File: src/rtl/counter_arbiter.sv
// counter_arbiter: round-robin sharing of one mod-MAX interval counter among
// NREQ requesters. The winner's terminal value is latched (clamped to MAX-1),
// the counter runs 0..len while grant is high, then a one-cycle done pulse is
// returned to the owner.
// Optional build macro COUNTER_ARBITER_ABORT_EN: when defined, the owner
// dropping req during COUNT aborts the service (no done pulse).
module counter_arbiter #(
  parameter int NREQ  = 4,
  parameter int WIDTH = 8,
  parameter int MAX   = 200
) (
  input  logic                      clk,
  input  logic                      rst_n,
  input  logic [NREQ-1:0]           req,
  input  logic [NREQ*WIDTH-1:0]     req_len,
  output logic [NREQ-1:0]           grant,
  output logic [NREQ-1:0]           done,
  output logic                      busy,
  output logic [WIDTH-1:0]          count_val,
  output logic [$clog2(NREQ)-1:0]   owner
);

  localparam int IDX_W = $clog2(NREQ);
  localparam logic [WIDTH-1:0] LEN_MAX  = WIDTH'(MAX - 1);
  localparam logic [NREQ-1:0]  ONE_HOT0 = NREQ'(1);

  typedef enum logic [1:0] {
    S_IDLE,
    S_COUNT,
    S_DONE
  } state_t;

  state_t           state;
  logic [IDX_W-1:0] rr;
  logic [IDX_W-1:0] pick;
  logic [IDX_W-1:0] cand;
  logic [WIDTH-1:0] len;

  // Terminal values above MAX-1 would walk the counter past its modulus.
  function automatic logic [WIDTH-1:0] clamp_len(input logic [WIDTH-1:0] l);
    return (l > LEN_MAX) ? LEN_MAX : l;
  endfunction

  // Index successor modulo NREQ (NREQ need not be a power of two).
  function automatic logic [IDX_W-1:0] next_idx(input logic [IDX_W-1:0] i);
    return (i == IDX_W'(NREQ - 1)) ? '0 : i + 1'b1;
  endfunction

  // Round-robin pick: first set req bit at or after rr, wrapping. Scanning
  // from the far end lets the nearest candidate win by overwriting.
  always_comb begin
    pick = rr;
    cand = '0;
    for (int i = NREQ - 1; i >= 0; i--) begin
      cand = IDX_W'((int'(rr) + i) % NREQ);
      if (req[cand]) pick = cand;
    end
  end

  // Control FSM; every output is a register.
  always_ff @(posedge clk or negedge rst_n) begin
    if (!rst_n) begin
      state     <= S_IDLE;
      grant     <= '0;
      done      <= '0;
      busy      <= 1'b0;
      count_val <= '0;
      owner     <= '0;
      rr        <= '0;
      len       <= '0;
    end else begin
      case (state)
        S_IDLE: begin
          done  <= '0;
          grant <= '0;
          busy  <= 1'b0;
          if (|req) begin
            owner     <= pick;
            len       <= clamp_len(req_len[pick*WIDTH +: WIDTH]);
            count_val <= '0;
            grant     <= ONE_HOT0 << pick;
            busy      <= 1'b1;
            state     <= S_COUNT;
          end
        end
        S_COUNT: begin
`ifdef COUNTER_ARBITER_ABORT_EN
          if (!req[owner]) begin
            // Owner withdrew: release the counter silently.
            state     <= S_IDLE;
            grant     <= '0;
            busy      <= 1'b0;
            count_val <= '0;
            rr        <= next_idx(owner);
          end else if (count_val >= len) begin
            state     <= S_DONE;
            grant     <= '0;
            done      <= ONE_HOT0 << owner;
            count_val <= '0;
            rr        <= next_idx(owner);
          end else begin
            count_val <= count_val + 1'b1;
          end
`else
          // '>=' rather than '==' so a corrupted count can never run past len.
          if (count_val >= len) begin
            state     <= S_DONE;
            grant     <= '0;
            done      <= ONE_HOT0 << owner;
            count_val <= '0;
            rr        <= next_idx(owner);
          end else begin
            count_val <= count_val + 1'b1;
          end
`endif
        end
        S_DONE: begin
          done  <= '0;
          busy  <= 1'b0;
          state <= S_IDLE;
        end
        default: begin
          state <= S_IDLE;
          grant <= '0;
          done  <= '0;
          busy  <= 1'b0;
        end
      endcase
    end
  end

endmodule

File: config.mk
export PLATFORM = sky130hd
export DESIGN_NAME = counter_arbiter
export DESIGN_NICKNAME = d
export VERILOG_FILES = /design/src/rtl/counter_arbiter.sv
export SDC_FILE = /design/constraint.sdc
export NUM_CORES = 1
export LEC_CHECK = 0
export ABC_AREA = 1
export CORE_MARGIN = 8
export CORE_UTILIZATION = 49
export DETAILED_ROUTE_END_ITERATION = 8
export HOLD_SLACK_MARGIN = 0.06
export PLACE_DENSITY_LB_ADDON = 0.3
export REMOVE_ABC_BUFFERS = 1
export SLEW_MARGIN = 20
export SYNTH_ARGS = -nofsm -noshare
export SYNTH_HDL_FRONTEND = slang
export SYNTH_SLANG_ARGS = --single-unit
File: constraint.sdc
create_clock -name clk -period 2.1 [get_ports clk]
set_input_delay 0.42 -clock clk [delete_from_list [all_inputs] [get_ports clk]]
set_output_delay 0.42 -clock clk [all_outputs]
set_load 0.005 [all_outputs]
## Yosys cells after proc, flatten, opt, wreduce, memory -nomap -nowiden

Index checks and enable logic that the tools add are counted.

| storage, ports and cells | value |
|---|---|
| register bits after elaboration | 31 |
| bits of input ports | 38 |
| output and inout port bits | 19 |
| logic and storage cells | 63 |

| cells by class | value |
|---|---|
| $add $sub $neg | 5 |
| order comparisons | 6 |
| equality and inequality tests | 5 |
| shifts and indexed selects | 3 |
| mux-type cells | 27 |
| bitwise operators | 1 |
| reduce and logical (&&, ||, !) cells | 8 |

Operators with widths:

| kind | count |
|---|---|
| $shiftx 32x6->8 | 1 |
| $mux 8 | 3 |
| $mux 4 | 4 |
| $pmux 8 s2 | 1 |
| $mux 2 | 7 |
| $lt 2x3->1 const B | 4 |
| $pmux 4 s3 | 1 |
| $reduce_and 2->1 | 5 |
| $add 8x1->8 const B | 1 |
| $bmux 1 s2 | 4 |
| $ge 8x8->1 | 1 |
| $gt 8x8->1 const B | 1 |
| $shl 1x2->4 const A | 2 |
| $mux 1 | 5 |
| $add 2x1->2 const B | 2 |
| $add 2x2->2 const B | 2 |
| $eq 2x2->1 const B | 2 |
| $ne 2x2->1 const B | 2 |
| $pmux 2 s2 | 1 |
| $reduce_or 4->1 | 1 |
| $eq 2x1->1 const B | 1 |
| $logic_not 2->1 | 1 |
| $pmux 1 s2 | 1 |
| $reduce_bool 2->1 | 1 |
| $not 1->1 | 1 |

## Longest topological paths before layout

Gate-level depths: netlist (run 1).

| depth | value |
|---|---|
| word-level depth | 10 |
| depth in mapped cells | 19 |
| depth with buffers taken out | 18 |

## Worst setup path before layout (run 1)

OpenSTA, ideal clock, no wires.

| path | value |
|---|---|
| path kind | reg2reg |
| start | register rr[0] |
| end | register len[0] |
| setup time | 122 ps |
| arrival time | 1742 ps |
| data required time | 1978 ps |
| setup slack | 236 ps |
| stages on the path, launching flop included | 19 |
| path buffers | 2 |
| period minus slack after synthesis | 1864 ps |
| cells stage by stage | dfrtp_1 > buf_6 > inv_6 > nand2_1 > nand2_1 > nand2_1 > nand2_1 > nand2_2 > nand2_4 > nand2_2 > nand2_4 > nand2_4 > buf_6 > nand3_1 > nand2_2 > nor2_4 > nand3_2 > nand2_2 > a21oi_1 |

| on the way | value |
|---|---|
| longest elaborated chain between the ends | 10 |
| elaborated cells between the ends (all ways) | 18 |
| classes of those cells | 3 x add/sub; 1 x order compare; 1 x shift; 13 x mux |

RTL lines:

| what | RTL line | RTL |
|---|---|---|
| start: declaration | 34 | `logic [IDX_W-1:0] rr;` |
| start signal: assignment | 111 | `rr <= next_idx(owner);` |
| $add 2x2->2 | 55 | `cand = IDX_W'((int'(rr) + i) % NREQ);` |
| $bmux 1 s2 | 56 | `if (req[cand]) pick = cand;` |
| $mux 1 (implied by the code) | 56 |  |
| $mux 2 (3 in a row) | 56 |  |
| $mux 2 (*) | 56 |  |
| $shiftx 32x6->8 (*) | 79 | `len <= clamp_len(req_len[pick*WIDTH +: WIDTH]);` |
| $gt 8x8->1 | 41 | `return (l > LEN_MAX) ? LEN_MAX : l;` |
| $mux 8 (*) | 41 |  |
| end signal: assignment | 79 |  |
| end: declaration | 37 | `logic [WIDTH-1:0] len;` |

Every way passes the cells marked *; elsewhere a longest branch is shown, timed or not. The select of a mux whose other input is x is not followed.
A chain may end at the register's enable or synchronous reset.

## Final worst setup path (run 1)

| path | value |
|---|---|
| start | register rr[0] |
| end | register len[5] |

Same word-level chain as after synthesis.

==> results of run 1 <==
[routing by layer]
| layer | global-route usage, % | wire length [um] | up-vias |
|---|---|---|---|
| met4 | 7.37 | 132 | 0 |
| li1 | - | - | 1133 |
| met5 | 0 | 0 | - |
| met3 | 2.63 | 235 | 11 |
| met2 | 29.1 | 3350 | 56 |
| met1 | 18.6 | 2550 | 1102 |
[registers in the layout, indices dropped and copies added, names as in the netlist]
register / count
count_val: 8
len: 8
done: 4
grant: 4
owner: 2
rr: 2
state: 2
busy: 1
[cell usage in the layout, fill, tap and decap left out, drive strengths merged]
cell and n:
nand3b 3, dlygate4sd2 4, clkbuf 6, a21oi 12
dfrtp 31, clkinv 5, buf 30, inv 48
ha 13, nand4 6, nand3 21, o22ai 2
xnor2 1, a22o 1, o21ai 22, nor3b 1
nand2 103, xor2 1, nor2 30, clkdlybuf4s50 52
nor4 1
[cell type report]
type / instances / area [um2]
timing repair buffer: 87 / 850
tap: 52 / 65.1
fill: 305 / 967
clock buffer: 5 / 68.8
sequential: 31 / 778
multi-input combinational: 217 / 1320
clock inverter: 3 / 15.0
inverter: 50 / 200
[kinds of logic (layout without fill, tap and decap cells)]
kind of cell    Yosys count  in the layout
xor+xnor                  2              2
compound gates           37             37
fa+ha+maj                13             13
buf+inv                  55            145
flops                    31             31
simple gates            164            165
[per-stage QoR]
step / setup slack [ps] / power, mW / hold slack (ps) / setup TNS (ps)
5_1_grt: -223 / 5.82 / 518 / -1260
6_report: -109 / 5.39 / 483 / -504
3_3_place_gp: -295 / 3.93 / 465 / -2290
3_5_place_dp: -351 / 4.03 / 472 / -3270
4_1_cts: 43.0 / 4.53 / 488 / 0
2_1_floorplan: 55.9 / 2.84 / 124 / 0
[final timing paths]
kind | from | end | slack (ps) | depth (start not counted)
max | rr[0] | len[5] | -110 | 18
min | busy | busy | 480 | 2
max reg2reg | rr[0] | len[5] | -110 | 18
min reg2reg | busy | busy | 480 | 2
max in group asynchronous | rst_n | rr[0] | 1270 | 2
min in group asynchronous | rst_n | done[0] | 520 | 2
[worst max-delay path: cells and delay by family (launching register included)]
kind                   cells  cell delay, ps
DFF                        1             490
buffers and inverters      3             380
and+or+nand+nor           15            1220
[power by group]
part	switching [mW]	total [mW]	internal, mW
registers	0.187	1.01	0.820
logic	2.19	3.93	1.74
clock network	0.223	0.449	0.226
[timing repair]
action                     CTS  global route
cloned                       0             2
resized for setup            8            55
setup buffers                0            10
pin swaps                    1            22
setup endpoints to repair    5             8
==> reports/results.ini, run 1 <==
[yosys]
synth-xor-area-share_pct=0.821
post-synth-top-count-cell=nand2_1
synth.top_cells.by_area=dfrtp_1 36%, nand2_1 17%, ha_1 7.6%
synth-adder-area-share_pct=7.62
yosysWarnings=0
synth_top_cell_area_share_pct=36.3
synth_area_leader_cell=dfrtp_1
synth_enable_flop_cells=0
synth_simple_gate_area_share_pct=35.6
synth.area.mux_share_pct=0
synth-seq-cells=31
netlist_area_um2=2130
synth_commonest_cells=95 x nand2_1, 43 x inv_1, 31 x dfrtp_1, 24 x nor2_1, 18 x o21ai_0
compound_gate_fraction_of_synth_area_pct=8.97
synth_top_family_by_area=simple AND/OR/NAND/NOR gates
post_synthesis_cells=302
synth-main-ff-cell=dfrtp_1
postSynthAreaPerCell_um2=7.07
yosys.cell_types.count=29
async_sr_flop_fraction_pct=100
synth_seq_area_share_pct=36.3

[worst_setup_path]
crit_path_max_delay_cell_type=dfrtp_2
critical_path.startpoint_type=flop
critical_path_required_ps=2270
critical-path-max-stage-delay_ps=490
setup.worst_path.end_class=flop
critPathMaxFanout=5
arrival_ps=2380
worstPathCellList=buf_6, nand2_4, nand3_2, nand2_1, inv_1, nand2_2, nand2_4, nand2_4, nand2_8, buf_12, nand3b_1, nand2_1, nand2_1, nand2_2, nor2_4, nand2_4, nand2_2, nand2_1
crit_type=reg2reg

[clock_tree]
cts-htree-levels=2
tritoncts=done
ctsLongestPathBuffers=2
cts.sinks=31
numCtsBuffers=5
hold_bufs_inserted_after_cts=0
clk-insertion-delay-late_ps=280
clk_pin_slew_ps=70
clk_root_buffer_cell=clkbuf_8

[timing]
tightestPinTransition_ps=523
rsz0062_at_grt=true
worst_rel_slew_slack_pct=64.8
max_freq_mhz=453
finalHoldViolCount=0
skew_ps=7.80
layout_worst_path_cycle_share_pct=105
finalWorstPathRequiredPeriod_ps=2210
worst_slack_ps=-109
final_max_slew_viol_count=0
setup_viol_count_final=7

[power]
p_leak_nw=1.67
power_density_nw_per_um2=1630
max-vdd-ir-drop_mv=1.05

[global_routing]
groute.usage.overall_pct=16.3
number_of_global_route_vias_before_repair=2071
overall_overflow_remaining_after_global_route=0
wire_length_of_the_first_global_routing_pass_um=8770
pin_count_of_the_biggest_net_entering_global_routing=32
antenna_found_initial=0

[run]
reported_max_cap_violation_count=0

[cells_and_area]
fin_util_pct=77.3
antenna_cells=0
fin_cells=445
fin_area_um2=3300
drive_above_1_share_pct=24.2
area_growth_syn_to_layout_pct=54.5
nets=443

[die]
initial_utilization_pct=50.1
placementRows=24
io_pins=57
die_h_um=82
design.core.area_um2=4260
dieArea_um2=6720
dieWidth_um=82

[place]
port_buffers=56
gp_congestion=0.874
dpl_cell_area_um2=2890
post-place-cells=425
post-dp-hpwl_um=4200

[detailed_routing]
drc=0
wirelength_um=6270
via_per_inst=5.17
drt_iter0_markers=125
routed-via-count=2302
detail_route.wl_per_cell_um=14.1
final_antenna_net_count=0
detail_route.first_pass.iterations=5

[hold_path]
hold_class=reg2reg

[run_status]
run_status=complete, but fails checks
failing_checks=setup timing

No activity file was read; power rests on OpenSTA's default activity.
==> run 2, diff against run 1 <==
--- a/config.mk
+++ b/config.mk
@@ -6,13 +6,16 @@
 export NUM_CORES = 1
 export LEC_CHECK = 0
 export ABC_AREA = 1
+export CELL_PAD_IN_SITES_DETAIL_PLACEMENT = 0
+export CELL_PAD_IN_SITES_GLOBAL_PLACEMENT = 1
 export CORE_MARGIN = 8
-export CORE_UTILIZATION = 49
+export CORE_UTILIZATION = 35
+export CTS_BUF_LIST = sky130_fd_sc_hd__clkbuf_2 sky130_fd_sc_hd__clkbuf_4 sky130_fd_sc_hd__clkbuf_8
 export DETAILED_ROUTE_END_ITERATION = 8
 export HOLD_SLACK_MARGIN = 0.06
 export PLACE_DENSITY_LB_ADDON = 0.3
 export REMOVE_ABC_BUFFERS = 1
-export SLEW_MARGIN = 20
+export SLEW_MARGIN = 15
 export SYNTH_ARGS = -nofsm -noshare
 export SYNTH_HDL_FRONTEND = slang
 export SYNTH_SLANG_ARGS = --single-unit
==> reports/results.ini, run 2 (synthesis gave the netlist of run 1 again) <==
[run_status]
run_status=finished clean

[detailed_routing]
wirelength_um=5810
final_antenna_net_count=0
via_per_inst=4.63
detail_route.wl_per_cell_um=12.4
routed-via-count=2165
detail_route.first_pass.iterations=4
drt_iter0_markers=91
drc=0

[timing]
worst_rel_slew_slack_pct=71.6
finalHoldViolCount=0
skew_ps=3.71
setup_tns_ps=0
worst_hold_slack_ps=475
max_freq_mhz=491
rsz0062_at_grt=true
worst_slack_ps=63.0
finalWorstPathRequiredPeriod_ps=2040
tightestPinTransition_ps=422
setup_viol_count_final=0
layout_worst_path_cycle_share_pct=97.0
final_max_slew_viol_count=0

[global_routing]
pin_count_of_the_biggest_net_entering_global_routing=32
number_of_global_route_vias_before_repair=2134
groute.usage.overall_pct=13.2
overall_overflow_remaining_after_global_route=0
antenna_found_initial=0
wire_length_of_the_first_global_routing_pass_um=9430

[cells_and_area]
largest_registers=count_val x8, len x8
drive_above_1_share_pct=24.2
fin_area_um2=3320
nets=443
area_growth_syn_to_layout_pct=55.3
mostFrequentLayoutCell=nand2_1
layout.cells.most_common_list=73 x nand2_1, 52 x clkdlybuf4s50_1, 43 x inv_1
fin_util_pct=56.0
antenna_cells=0

[clock_tree]
cts.sinks=31
clk-insertion-delay-late_ps=280
numCtsBuffers=5
clk_root_buffer_cell=clkbuf_8
cts-htree-levels=2
tritoncts=done
clk_pin_slew_ps=70
ctsLongestPathBuffers=2

[power]
power_density_nw_per_um2=1610
p_leak_nw=1.69
max-vdd-ir-drop_mv=0.887

[worst_setup_path]
critPathMaxFanout=8
critical_path_required_ps=2280
setup.worst_path.end_class=flop
critical_path.startpoint_type=flop
arrival_ps=2210
crit_type=reg2reg

[die]
dieArea_um2=8850
initial_utilization_pct=36.1
io_pins=57
die_h_um=94.1
placementRows=28
dieWidth_um=94.1
design.core.area_um2=5920

[place]
pre_cts_slack_ps=-341
dpl_cell_area_um2=2930
port_buffers=56
gp_congestion=0.891
post-dp-hpwl_um=4370

[run]
reported_max_cap_violation_count=0

[hold_path]
hold_class=reg2reg

-- run 2: cell count changes in the layout (fill, tap and decap cells not counted), moves of 3 or more --
cell,previous run,this run
nand2_4,13,7
dlygate4sd2_1,4,1
nand2_2,17,21
clkinv_2,3,0
dlymetal6s2s_1,0,3
nand3_2,6,9
inv_2,2,5
nand3_1,14,11
-- run 2: final cells by class --
type	instances	area [um2]
fill	575	2610
multi-input combinational	217	1280
timing repair buffer	87	861
sequential	31	778
inverter	50	195
clock buffer	8	104
tap	75	93.8
-- run 2: final timing paths --
kind                        start  depth (start not counted)            to  slack, ps
max                         rr[0]                         18        len[5]         60
min                        len[5]                          2        len[5]        470
min reg2reg                len[5]                          2        len[5]        470
min in group asynchronous   rst_n                          2  count_val[0]        540
max in group asynchronous   rst_n                          2         rr[0]       1240
max reg2reg                 rr[0]                         18        len[5]         60
-- run 2: layer usage --
metal  wire length (um)  part of all wire [%]  global-route usage (%)  up-vias
li1                   -                     -                       -     1128
met1               2550                    44                    16.0      987
met2               2960                    51                    22.3       45
met3                245                   4.2                    2.48        5
met4                 57                  0.98                    5.55        0
met5                  0                     0                       0        -
-- run 2: through the flow --
stage               cells  power [mW]
floorplan             297        2.84
global placement      450        4.04
detailed placement    450        4.08
CTS                   458        4.68
global route          468        5.87
finish                468        5.34
-- run 2: power by group --
group          internal, mW  switching, mW  leakage (nW)
sequential            0.820          0.177         0.392
combinational          1.75           2.06          1.24
clock                 0.312          0.217        0.0549
total                  2.88           2.45          1.69
-- run 2: repair_timing --
| action | CTS | global route |
|---|---|---|
| endpoints found under the setup margin | 5 | 10 |
| setup buffers | 0 | 7 |
| resized for setup | 4 | 51 |
| hold buffers | 0 | 0 |
| pin swaps | 1 | 25 |
| gates cloned | 0 | 3 |
-- run 2: critical path, cell delays in order (launching register included) --
cell      delay [ps]
dfrtp_2          450
clkinv_4         130
nand2_4          100
nand3_2           80
nand2_1           80
inv_1             40
nand2_2           70
nand2_4           60
nand2_4           90
nand2_8           80
buf_12           140
nand3b_1          70
nand2_1           50
nand2_1           60
nand2_2           80
nor2_4           140
nand2_4           80
nand2_2           60
nand2_1           50
